### config.mk
export PLATFORM = sky130hd
export DESIGN_NAME = alarm_clock_multi_flat
export DESIGN_NICKNAME = d
export VERILOG_FILES = /design/src/rtl/alarm_clock_multi_if.sv /design/src/rtl/alarm_clock_multi.sv /design/src/flat_wrapper.sv
export SDC_FILE = /design/constraint.sdc
export NUM_CORES = 1
export LEC_CHECK = 0
export ABC_AREA = 1
export BUFFER_PORTS_ARGS = -buffer_cell sky130_fd_sc_hd__buf_4
export CAP_MARGIN = 5
export CORE_MARGIN = 2
export CORE_UTILIZATION = 48
export DETAILED_ROUTE_END_ITERATION = 16
export PLACE_DENSITY = 0.67
export RECOVER_POWER = 100
export SETUP_SLACK_MARGIN = 0.02
export SLEW_MARGIN = 15
export SYNTH_ARGS = -nofsm -noshare
export SYNTH_HDL_FRONTEND = slang
export SYNTH_SLANG_ARGS = --single-unit
### constraint.sdc
create_clock -name _1Hz -period 1.6 [get_ports _1Hz]
set_clock_uncertainty 0.1 [all_clocks]
set_input_delay 0.16 -clock _1Hz [delete_from_list [all_inputs] [get_ports _1Hz]]
set_output_delay 0.16 -clock _1Hz [all_outputs]
set_load 0.1 [all_outputs]
### src/rtl/alarm_clock_multi_if.sv
// ----------------------------------------------------------------------------
// alarm_clock_multi_if
//   Alarm-channel write bus for alarm_clock_multi. One write per clock:
//   wr_en qualifies wr_idx/wr_hr/wr_min/wr_arm in the same cycle.
//
//   Signals
//     wr_en    1      write strobe
//     wr_idx   IDX_W  channel select, IDX_W = max(1, $clog2(N_ALARMS))
//     wr_hr    8      BCD alarm hour   00..23
//     wr_min   8      BCD alarm minute 00..59
//     wr_arm   1      1 = arm, 0 = disarm
//
//   Modports
//     master   drives the bus (host / testbench)
//     slave    receives the bus (alarm_clock_multi)
// ----------------------------------------------------------------------------
interface alarm_clock_multi_if #(
    parameter int N_ALARMS = 4
);
    localparam int IDX_W = (N_ALARMS > 1) ? $clog2(N_ALARMS) : 1;

    logic             wr_en;
    logic [IDX_W-1:0] wr_idx;
    logic [7:0]       wr_hr;
    logic [7:0]       wr_min;
    logic             wr_arm;

    modport master (output wr_en, wr_idx, wr_hr, wr_min, wr_arm);
    modport slave  (input  wr_en, wr_idx, wr_hr, wr_min, wr_arm);
endinterface

### src/rtl/alarm_clock_multi.sv
// ----------------------------------------------------------------------------
// alarm_clock_multi
//   BCD 24-hour timekeeper (hh:mm:ss) advanced once per rising edge of the
//   1 Hz clock, with N_ALARMS independently armed alarm channels. Each channel
//   rings for RING_SECS seconds unless stopped; optionally it can be snoozed
//   for SNOOZE_MIN minutes.
//
//   Build option
//     ALARM_SNOOZE_EN  defined   : SNOOZED state, snooze counter, snooze_key
//                      undefined : snooze_key ignored, no SNOOZED state
//
//   Ports
//     _1Hz          in   1         clock, all state advances on rising edge
//     nCR           in   1         asynchronous active-low reset
//     AdjMinkey     in   1         minute +1 per clock (no hour carry)
//     AdjHrkey      in   1         hour +1 per clock, wins over AdjMinkey
//     wr            slave         alarm-channel write bus
//     stop_key      in   1         clear every RINGING/SNOOZED channel
//     snooze_key    in   1         move every RINGING channel to SNOOZED
//     Hour/Minute/Second out 8     BCD current time
//     ALARM_Clock   out  1         OR of all ringing channels
//     alarm_active  out  N_ALARMS  per-channel ringing flag
// ----------------------------------------------------------------------------
module alarm_clock_multi #(
    parameter int N_ALARMS   = 4,
    parameter int RING_SECS  = 60,
    parameter int SNOOZE_MIN = 5
) (
    input  logic                _1Hz,
    input  logic                nCR,
    input  logic                AdjMinkey,
    input  logic                AdjHrkey,
    alarm_clock_multi_if.slave  wr,
    input  logic                stop_key,
    input  logic                snooze_key,
    output logic [7:0]          Hour,
    output logic [7:0]          Minute,
    output logic [7:0]          Second,
    output logic                ALARM_Clock,
    output logic [N_ALARMS-1:0] alarm_active
);

    localparam int         IDX_W       = (N_ALARMS > 1) ? $clog2(N_ALARMS) : 1;
    localparam logic [7:0] MAX_HR      = 8'h23;
    localparam logic [7:0] MAX_MS      = 8'h59;
    // Counters load "duration - 1" and leave their state when they hit zero,
    // so a channel spends exactly the full duration in that state.
    localparam logic [7:0] RING_RELOAD = 8'(RING_SECS - 1);

`ifdef ALARM_SNOOZE_EN
    localparam logic [11:0] SNZ_RELOAD = 12'(SNOOZE_MIN * 60 - 1);
    typedef enum logic [1:0] {IDLE, RINGING, SNOOZED} state_t;
`else
    typedef enum logic {IDLE, RINGING} state_t;
    logic unused_snooze;
    assign unused_snooze = snooze_key;
`endif

    // BCD increment with wrap at 'top'; low nibble carries into high nibble.
    function automatic logic [7:0] bcd_inc(input logic [7:0] v, input logic [7:0] top);
        if (v == top)         return 8'h00;
        if (v[3:0] == 4'd9)   return {v[7:4] + 4'd1, 4'd0};
        return v + 8'd1;
    endfunction

    logic adj;
    assign adj = AdjHrkey | AdjMinkey;

    // ------------------------------------------------------------------
    // Timekeeping
    // ------------------------------------------------------------------
    // NOTE: state registers use non-blocking assignments so every flop
    // samples the pre-edge values of its neighbours, like real hardware.
    always_ff @(posedge _1Hz or negedge nCR) begin
        if (!nCR) begin
            Hour   <= 8'h00;
            Minute <= 8'h00;
            Second <= 8'h00;
        end else if (AdjHrkey) begin
            Hour <= bcd_inc(Hour, MAX_HR);
        end else if (AdjMinkey) begin
            Minute <= bcd_inc(Minute, MAX_MS);
        end else begin
            Second <= bcd_inc(Second, MAX_MS);
            if (Second == MAX_MS) begin
                Minute <= bcd_inc(Minute, MAX_MS);
                if (Minute == MAX_MS) Hour <= bcd_inc(Hour, MAX_HR);
            end
        end
    end

    // ------------------------------------------------------------------
    // Write qualification (shared by all channels)
    // ------------------------------------------------------------------
    logic hr_ok, min_ok, wr_ok;
    assign hr_ok  = (wr.wr_hr[3:0] <= 4'd9) &&
                    ((wr.wr_hr[7:4] <= 4'd1) ||
                     (wr.wr_hr[7:4] == 4'd2 && wr.wr_hr[3:0] <= 4'd3));
    assign min_ok = (wr.wr_min[3:0] <= 4'd9) && (wr.wr_min[7:4] <= 4'd5);
    assign wr_ok  = wr.wr_en && hr_ok && min_ok;

    // ------------------------------------------------------------------
    // Alarm channels
    // ------------------------------------------------------------------
    for (genvar i = 0; i < N_ALARMS; i++) begin : g_ch
        logic [7:0] set_hr;
        logic [7:0] set_min;
        logic       armed;
        state_t     state;
        logic [7:0] ring_cnt;
        logic       ringing;
        logic       hit;
        logic       match;
`ifdef ALARM_SNOOZE_EN
        logic [11:0] snz_cnt;
`endif

        // An out-of-range wr_idx matches no channel, so such writes vanish.
        assign hit   = wr_ok && (wr.wr_idx == IDX_W'(i));
        // Seconds == 00 makes the match a single-cycle event per minute.
        // stop_key outranks a trigger landing on the same edge.
        assign match = armed && !adj && !stop_key && (Second == 8'h00) &&
                       (Hour == set_hr) && (Minute == set_min);

        // NOTE: the per-channel set/arm registers are reset along with the
        // FSM, because a channel must come up disarmed at 00:00.
        always_ff @(posedge _1Hz or negedge nCR) begin
            if (!nCR) begin
                set_hr   <= 8'h00;
                set_min  <= 8'h00;
                armed    <= 1'b0;
                state    <= IDLE;
                ring_cnt <= '0;
                ringing  <= 1'b0;
`ifdef ALARM_SNOOZE_EN
                snz_cnt  <= '0;
`endif
            end else if (hit) begin
                set_hr  <= wr.wr_hr;
                set_min <= wr.wr_min;
                armed   <= wr.wr_arm;
                state   <= IDLE;
                ringing <= 1'b0;
            end else begin
                case (state)
                    IDLE: begin
                        if (match) begin
                            state    <= RINGING;
                            ring_cnt <= RING_RELOAD;
                            ringing  <= 1'b1;
                        end
                    end
                    RINGING: begin
                        if (stop_key) begin
                            state   <= IDLE;
                            ringing <= 1'b0;
                        end
`ifdef ALARM_SNOOZE_EN
                        else if (snooze_key) begin
                            state   <= SNOOZED;
                            snz_cnt <= SNZ_RELOAD;
                            ringing <= 1'b0;
                        end
`endif
                        else if (ring_cnt == 8'd0) begin
                            state   <= IDLE;
                            ringing <= 1'b0;
                        end else begin
                            ring_cnt <= ring_cnt - 8'd1;
                        end
                    end
`ifdef ALARM_SNOOZE_EN
                    SNOOZED: begin
                        if (stop_key) begin
                            state <= IDLE;
                        end else if (!adj) begin
                            // Re-ring is time-based only; the set time is not rechecked.
                            if (snz_cnt == 12'd0) begin
                                state    <= RINGING;
                                ring_cnt <= RING_RELOAD;
                                ringing  <= 1'b1;
                            end else begin
                                snz_cnt <= snz_cnt - 12'd1;
                            end
                        end
                    end
`endif
                    default: begin
                        state   <= IDLE;
                        ringing <= 1'b0;
                    end
                endcase
            end
        end

        assign alarm_active[i] = ringing;
    end

    assign ALARM_Clock = |alarm_active;

endmodule

### src/flat_wrapper.sv
// flat-port wrapper written by rule: the top's interface ports become plain ports
module alarm_clock_multi_flat 
#(
    parameter int N_ALARMS   = 4,
    parameter int RING_SECS  = 60,
    parameter int SNOOZE_MIN = 5
)
  (_1Hz, nCR, AdjMinkey, AdjHrkey, stop_key, snooze_key, Hour, Minute, Second, ALARM_Clock, alarm_active, wr_wr_en, wr_wr_idx, wr_wr_hr, wr_wr_min, wr_wr_arm);
  alarm_clock_multi_if #(.N_ALARMS(N_ALARMS)) wr_i ();
  input  logic _1Hz;
  input  logic nCR;
  input  logic AdjMinkey;
  input  logic AdjHrkey;
  input  logic stop_key;
  input  logic snooze_key;
  output logic [7:0] Hour;
  output logic [7:0] Minute;
  output logic [7:0] Second;
  output logic ALARM_Clock;
  output logic [N_ALARMS-1:0] alarm_active;
  input wire logic [$bits(wr_i.wr_en)-1:0] wr_wr_en;
  input wire logic [$bits(wr_i.wr_idx)-1:0] wr_wr_idx;
  input wire logic [$bits(wr_i.wr_hr)-1:0] wr_wr_hr;
  input wire logic [$bits(wr_i.wr_min)-1:0] wr_wr_min;
  input wire logic [$bits(wr_i.wr_arm)-1:0] wr_wr_arm;
  assign wr_i.wr_en = wr_wr_en;
  assign wr_i.wr_idx = wr_wr_idx;
  assign wr_i.wr_hr = wr_wr_hr;
  assign wr_i.wr_min = wr_wr_min;
  assign wr_i.wr_arm = wr_wr_arm;
  alarm_clock_multi #(.N_ALARMS(N_ALARMS), .RING_SECS(RING_SECS), .SNOOZE_MIN(SNOOZE_MIN)) u_core (._1Hz(_1Hz), .nCR(nCR), .AdjMinkey(AdjMinkey), .AdjHrkey(AdjHrkey), .wr(wr_i), .stop_key(stop_key), .snooze_key(snooze_key), .Hour(Hour), .Minute(Minute), .Second(Second), .ALARM_Clock(ALARM_Clock), .alarm_active(alarm_active));
endmodule
# --- After elaboration in Yosys (flattened, before gate mapping) ---
# Cells that the tools add are included.
op_classes:
  n_addsub: 10
  n_lt_le_gt_ge: 5
  n_eq_ne: 39
  mux: 113
  bitwise: 11
  n_reduce_logical: 53
op_table:
  columns: ["cell", "count"]
  rows:
  - ["$mux W8", 34]
  - ["$mux W1", 67]
  - ["$eq A8 B8 Y1", 8]
  - ["$pmux W8 S2", 4]
  - ["$logic_not A8 Y1", 5]
  - ["$sub A8 B1 Y8 const B", 4]
  - ["$logic_and A1 B1 Y1", 29]
  - ["$add A8 B1 Y8 const B", 3]
  - ["$eq A8 B7 Y1 const B", 2]
  - ["$ne A2 B2 Y1 const B", 8]
  - ["$ne A4 B4 Y1 const B", 4]
  - ["$pmux W1 S2", 8]
  - ["$reduce_and A4 Y1", 4]
  - ["$add A4 B1 Y4 const B", 3]
  - ["$eq A4 B4 Y1 const B", 3]
  - ["$ne A3 B1 Y1 const B", 4]
  - ["$reduce_and A2 Y1", 6]
  - ["$ne A2 B1 Y1 const B", 5]
  - ["$not A1 Y1", 10]
  - ["$eq A8 B6 Y1 const B", 1]
  - ["$le A4 B4 Y1 const B", 2]
  - ["$reduce_bool A2 Y1", 3]
  - ["$eq A2 B2 Y1 const B", 2]
  - ["$eq A4 B2 Y1 const B", 1]
  - ["10 further kinds", 11]
totals:
  register_bits: 132
  input_bits: 26
  output_inout_bits: 29
  word_cells: 258

# --- Longest topological paths before layout ---
depth:
  ltp_word: 17
  mapped_depth: 12
  depth_no_buf: 11

# --- Worst setup path before layout ---
# Ideal clock, no wire load.
synth_timing:
  path_kind: "reg2reg"
  startpoint: "reg u_core.Second[0]"
  endpoint: "reg u_core.Minute[5]"
  setup_ns: 0.125
  arrival_ns: 2.153
  t_required_ns: 1.375
  slack_ns: -0.778
  stages_incl_launch_ff: 10
  n_path_buf: 1
  synth_period_minus_slack_ns: 2.378
  path_cell_list: "dfrtp_1 -> ha_1 -> nand3_4 -> nor2_4 -> inv_2 -> a21oi_2 -> buf_6 -> nand3_1 -> nand2_1 -> a21oi_2"
synth_via:
  elab_chain_len: 3
synth_lines:
  columns: ["item", "line", "source"]
  rows:
  - ["start, declared", "alarm_clock_multi.sv:38", "output logic [7:0] Second,"]
  - ["start signal, assigned", "alarm_clock_multi.sv:84", "Second <= bcd_inc(Second, MAX_MS);"]
  - ["$eq A8 B7 Y1", "alarm_clock_multi.sv:85", "if (Second == MAX_MS) begin"]
  - ["$reduce_bool A2 Y1 (no source line)", null, null]
  - ["$reduce_and A2 Y1 (no source line)", null, null]
  - ["end signal, assigned", "alarm_clock_multi.sv:82", "Minute <= bcd_inc(Minute, MAX_MS);"]
  - ["end signal, assigned", "alarm_clock_multi.sv:86", "Minute <= bcd_inc(Minute, MAX_MS);"]
  - ["end, declared", "alarm_clock_multi.sv:37", "output logic [7:0] Minute,"]
# Every way passes these cells.
# A chain may end at the register's enable or synchronous reset.

# --- Worst setup path in the final report ---
layout_timing:
  startpoint: "reg u_core.Second[4]"
  endpoint: "reg u_core.g_ch[2].ring_cnt[5]"
layout_via:
  elab_chain_len: 6
layout_lines:
  columns: ["item", "line", "source"]
  rows:
  - ["$logic_not A8 Y1", "alarm_clock_multi.sv:122", "assign match = armed && !adj && !stop_key && (Second == 8'h00) &&"]
  - ["$logic_and A1 B1 Y1 (2 in series)", "alarm_clock_multi.sv:122", null]
  - ["$logic_and A1 B1 Y1", "alarm_clock_multi.sv:123", "(Hour == set_hr) && (Minute == set_min);"]
  - ["$ne A2 B1 Y1 (no source line)", null, null]
  - ["$reduce_and A4 Y1 (no source line)", null, null]
  - ["end signal, assigned", "alarm_clock_multi.sv:169", "ring_cnt <= ring_cnt - 8'd1;"]
  - ["end, declared", "alarm_clock_multi.sv:110", "logic [7:0] ring_cnt;"]
# Every way passes these cells.

==> impl_metrics.csv <==
group,metric,value,unit
run_status,outcome,"complete, but fails checks",
run_status,violated_checks,"setup timing",
cells_and_area,syn_to_layout_area_delta,39.6,%
worst_setup_path,worst_ep_arrival_time,2140,ps
power_and_ir_drop,pwr_density_cell,1500,nW/um^2
detailed_routing,routed_via_density,5.04,
synthesis,mappedNetlistArea,7770,sq um
sta,final_report_hold_violation_count,0,
placed_design,post-dp-hpwl,15100,microns
clock_tree,cts_made_buffers,17,
clock_tree,clockBufferDepth,2,
floorplanning,die_area,17200,sq um
sta,finalWorstSetupSlack,-331,ps
global_route,global_route.usage.met2,0.413,
global_route,number_of_antenna_violations_at_the_first_check_in_global_routing,0,
sta,rsz0062_at_grt,"yes",
clock_tree,cts.sinks,132,
cells_and_area,drive_gt1_frac,0.304,
synthesis,post_synthesis_cell_count,1081,
detailed_routing,wl,21800,microns
synthesis,synth_area_per_cell,7.19,sq um
synthesis,synth_fp_nets,1129,
global_route,met3_usage,0.0509,
worst_setup_path,crit_path_end_kind,"flop",
detailed_routing,route.detailed.wl_per_inst,14.6,microns
power_and_ir_drop,max-vdd-ir-drop,0.932,mV
synthesis,count_of_state_elements_after_synthesis,132,
placed_design,gpl.final_weighted_congestion,0.906,
sta,drv_slew,0,
floorplanning,core_region_area,15800,sq um
power_and_ir_drop,power.static_leakage,0.00538,uW
floorplanning,initial_utilization,0.491,
global_route,globalRoute.busiestLayer,"met2",
worst_setup_path,launching_element_type_of_the_critical_path,"flop",
clock_tree,ctsHtreeMaxLevel,4,
global_route,grt_start_max_net_pins,42,
global_route,global_route.usage.met1,0.361,
global_route,grt_first_pass_wirelength,36400,microns
clock_tree,clock_tree_from_tritoncts,"built",
sta,worstMarginPinSlew,834,ps
cells_and_area,nNetsFinal,1316,
global_route,groute.usage.overall,0.261,
sta,worst_slew_margin_rel,0.444,
worst_setup_path,worst-setup-path-type,"flop to flop",
worst_setup_path,cp_data_required_time,1810,ps
flow_run,max_cap_viol_count,0,
floorplanning,die_w,131,microns
synthesis,ys_types,37,
global_route,grt_remaining_overflow,0,
detailed_routing,drt_first_pass_iters,5,
synthesis,ys_warn_count,0,
worst_setup_path,worst-path-max-fanout,8,
detailed_routing,detailroute.via_count,7549,
sta,post-route-period-util,1.21,
clock_tree,root_buffer,"sky130_fd_sc_hd__clkbuf_16",
sta,fmax,518,MHz
floorplanning,placementRows,46,
placed_design,place_worst_setup_slack,-358,ps
clock_tree,clk_transition_reported_paths,60,ps
sta,setup-violations-final,61,
detailed_routing,drt_iter0_markers,522,
placed_design,portBuffers,53,
sta,fin_crit,1930,ps
floorplanning,io_pins,55,
worst_hold_path,min_path_type,"primary input to flop",
power_and_ir_drop,post-layout-total-power,16200,uW
detailed_routing,route.detailed.drc,0,
detailed_routing,route.antenna.remaining_nets,0,
cells_and_area,ant_diodes,0,
clock_tree,worst_skew_pair.late_latency,430,ps
synthesis,proportion_of_synthesized_chip_area_in_sequential_cells,0.425,
floorplanning,die_h,131,microns
global_route,first_global_vias,7378,
==> layer usage <==
| metal | wire, microns | up-vias |
|---|---|---|
| li1 | - | 3760 |
| met1 | 9830 | 3525 |
| met2 | 10300 | 215 |
| met3 | 1210 | 49 |
| met4 | 520 | 0 |
| met5 | 0 | - |
==> timing repair <==
action	CTS	global route
gates cloned	1	0
pin swaps	36	15
setup buffers	22	9
endpoints found under the setup margin	78	74
hold buffers	13	0
resized for setup	102	62
hold endpoints to repair	169	0
==> stage by stage <==
stage	cells	instance area (sq um)	util	TNS [ps]	hold WS (ps)
global route	1497	10800	0.685	-18870	92.1
CTS	1491	10600	0.670	-11240	40.5
detailed placement	1424	9330	0.590	-16160	-35.1
floorplan	1081	8050	-	-11670	-236
global placement	1424	9330	0.590	-12480	-32.8
finish	1497	10800	0.685	-13000	53.2
==> path summary, 6_finish.rpt <==
| path | from | end | slack [ps] | depth (start not counted) |
|---|---|---|---|---|
| worst max-delay path | u_core.Second[4] | u_core.g_ch[2].ring_cnt[5] | -330 | 11 |
| worst min-delay path | wr_wr_hr[3] | u_core.g_ch[2].set_hr[3] | 50 | 4 |
| worst max register to register | u_core.Second[4] | u_core.g_ch[2].ring_cnt[5] | -330 | 11 |
| worst min register to register | u_core.g_ch[0].set_hr[7] | u_core.g_ch[0].set_hr[7] | 380 | 2 |
| max in group asynchronous | nCR | u_core.g_ch[3].set_min[7] | 230 | 3 |
| min in group asynchronous | nCR | u_core.Hour[4] | 270 | 2 |
==> worst max-delay path, stage by stage (launching register included) <==
cell and delay (ps):
sky130_fd_sc_hd__dfrtp_4 490, sky130_fd_sc_hd__inv_4 70, sky130_fd_sc_hd__ha_4 130, sky130_fd_sc_hd__nand3_4 80
sky130_fd_sc_hd__nor2_4 210, sky130_fd_sc_hd__nand2_2 90, sky130_fd_sc_hd__nor2_4 140, sky130_fd_sc_hd__nand3_4 120
sky130_fd_sc_hd__nand2_8 120, sky130_fd_sc_hd__nand2_8 90, sky130_fd_sc_hd__nand2_1 90, sky130_fd_sc_hd__nand2_1 60
==> cell families after synthesis <==
| logic type | Yosys count | share of synthesized area |
|---|---|---|
| AOI/OAI and AO/OA | 114 | 0.0768 |
| adders and majority gates | 22 | 0.0354 |
| xor gates and xnor gates | 26 | 0.0293 |
| and+or+nand+nor | 598 | 0.334 |
| DFF | 132 | 0.425 |
| buffers and inverters | 189 | 0.0991 |
==> where the power goes <==
part	switching [uW]	internal, uW	total [uW]
Clock	1490	2330	3820
Combinational	4940	2960	7890
Sequential	625	3910	4540
==> placed cells by master, fill, tap and decap left out, drive strengths merged, types with 2 or more instances in the layout <==
cell type and instances:
o31ai 2, nand3b 2, bufinv 2, nand2 392, nor2 87, ha 22
dfrtp 132, nand4 18, or2 3, a21oi 13, dlygate4sd3 13, xnor2 10
clkbuf 37, o22ai 4, buf 166, clkinv 8, o211ai 2, inv 161
o21ai 93, nor3 10, nand3 85, xor2 16
==> flip-flops by register name, summed over array words and instances (netlist names) <==
name and flops:
u_core.Second 8, u_core.g_ch.ringing 4, u_core.g_ch.set_hr 32, u_core.g_ch.set_min 32
u_core.Minute 8, u_core.g_ch.armed 4, u_core.g_ch.ring_cnt 32, u_core.g_ch.state 4
u_core.Hour 8
==> Yosys cell counts <==
cell | n | area, sq um
sky130_fd_sc_hd__or2_2 | 1 | 6.26
sky130_fd_sc_hd__nor2_4 | 1 | 11.3
sky130_fd_sc_hd__or2_1 | 2 | 12.5
sky130_fd_sc_hd__buf_2 | 7 | 35.0
sky130_fd_sc_hd__nand3_1 | 79 | 395
sky130_fd_sc_hd__inv_4 | 1 | 6.26
sky130_fd_sc_hd__o21ai_2 | 1 | 8.76
sky130_fd_sc_hd__nand3_4 | 2 | 35.0
sky130_fd_sc_hd__a21oi_1 | 11 | 55.1
sky130_fd_sc_hd__a21oi_2 | 2 | 17.5
sky130_fd_sc_hd__xor2_1 | 16 | 140
sky130_fd_sc_hd__dfrtp_1 | 132 | 3300
sky130_fd_sc_hd__nor3_1 | 7 | 35.0
sky130_fd_sc_hd__clkbuf_1 | 13 | 48.8
sky130_fd_sc_hd__nand2_2 | 2 | 12.5
sky130_fd_sc_hd__nand2_4 | 8 | 90.1
sky130_fd_sc_hd__o21ai_0 | 73 | 365
sky130_fd_sc_hd__inv_2 | 27 | 101
sky130_fd_sc_hd__nor3b_1 | 1 | 7.51
sky130_fd_sc_hd__nand2_1 | 381 | 1430
sky130_fd_sc_hd__or4_1 | 1 | 7.51
sky130_fd_sc_hd__ha_1 | 22 | 275
sky130_fd_sc_hd__buf_4 | 7 | 52.6
sky130_fd_sc_hd__nor2_1 | 78 | 293
sky130_fd_sc_hd__nand4_2 | 2 | 25.0
sky130_fd_sc_hd__buf_6 | 3 | 33.8
sky130_fd_sc_hd__nand3b_1 | 2 | 15.0
sky130_fd_sc_hd__nand3_2 | 4 | 40.0
sky130_fd_sc_hd__xnor2_1 | 10 | 87.6
sky130_fd_sc_hd__o31ai_1 | 2 | 15.0
sky130_fd_sc_hd__nor2_2 | 8 | 50.1
sky130_fd_sc_hd__nand4_1 | 16 | 100
sky130_fd_sc_hd__inv_1 | 131 | 492
sky130_fd_sc_hd__o211ai_1 | 2 | 15.0
sky130_fd_sc_hd__nor3_2 | 3 | 30.0
sky130_fd_sc_hd__o21ai_1 | 19 | 95.1
sky130_fd_sc_hd__o22ai_1 | 4 | 25.0
==> cell type report <==
| type | count | area (sq um) |
|---|---|---|
| tap | 216 | 270 |
| clock inverter | 13 | 133 |
| multi-input combinational | 761 | 4220 |
| sequential | 132 | 3380 |
| clock buffer | 19 | 443 |
| fill | 1269 | 4980 |
| timing repair buffer | 197 | 1770 |
| inverter | 159 | 624 |
No activity file was read; power rests on OpenSTA's default activity.
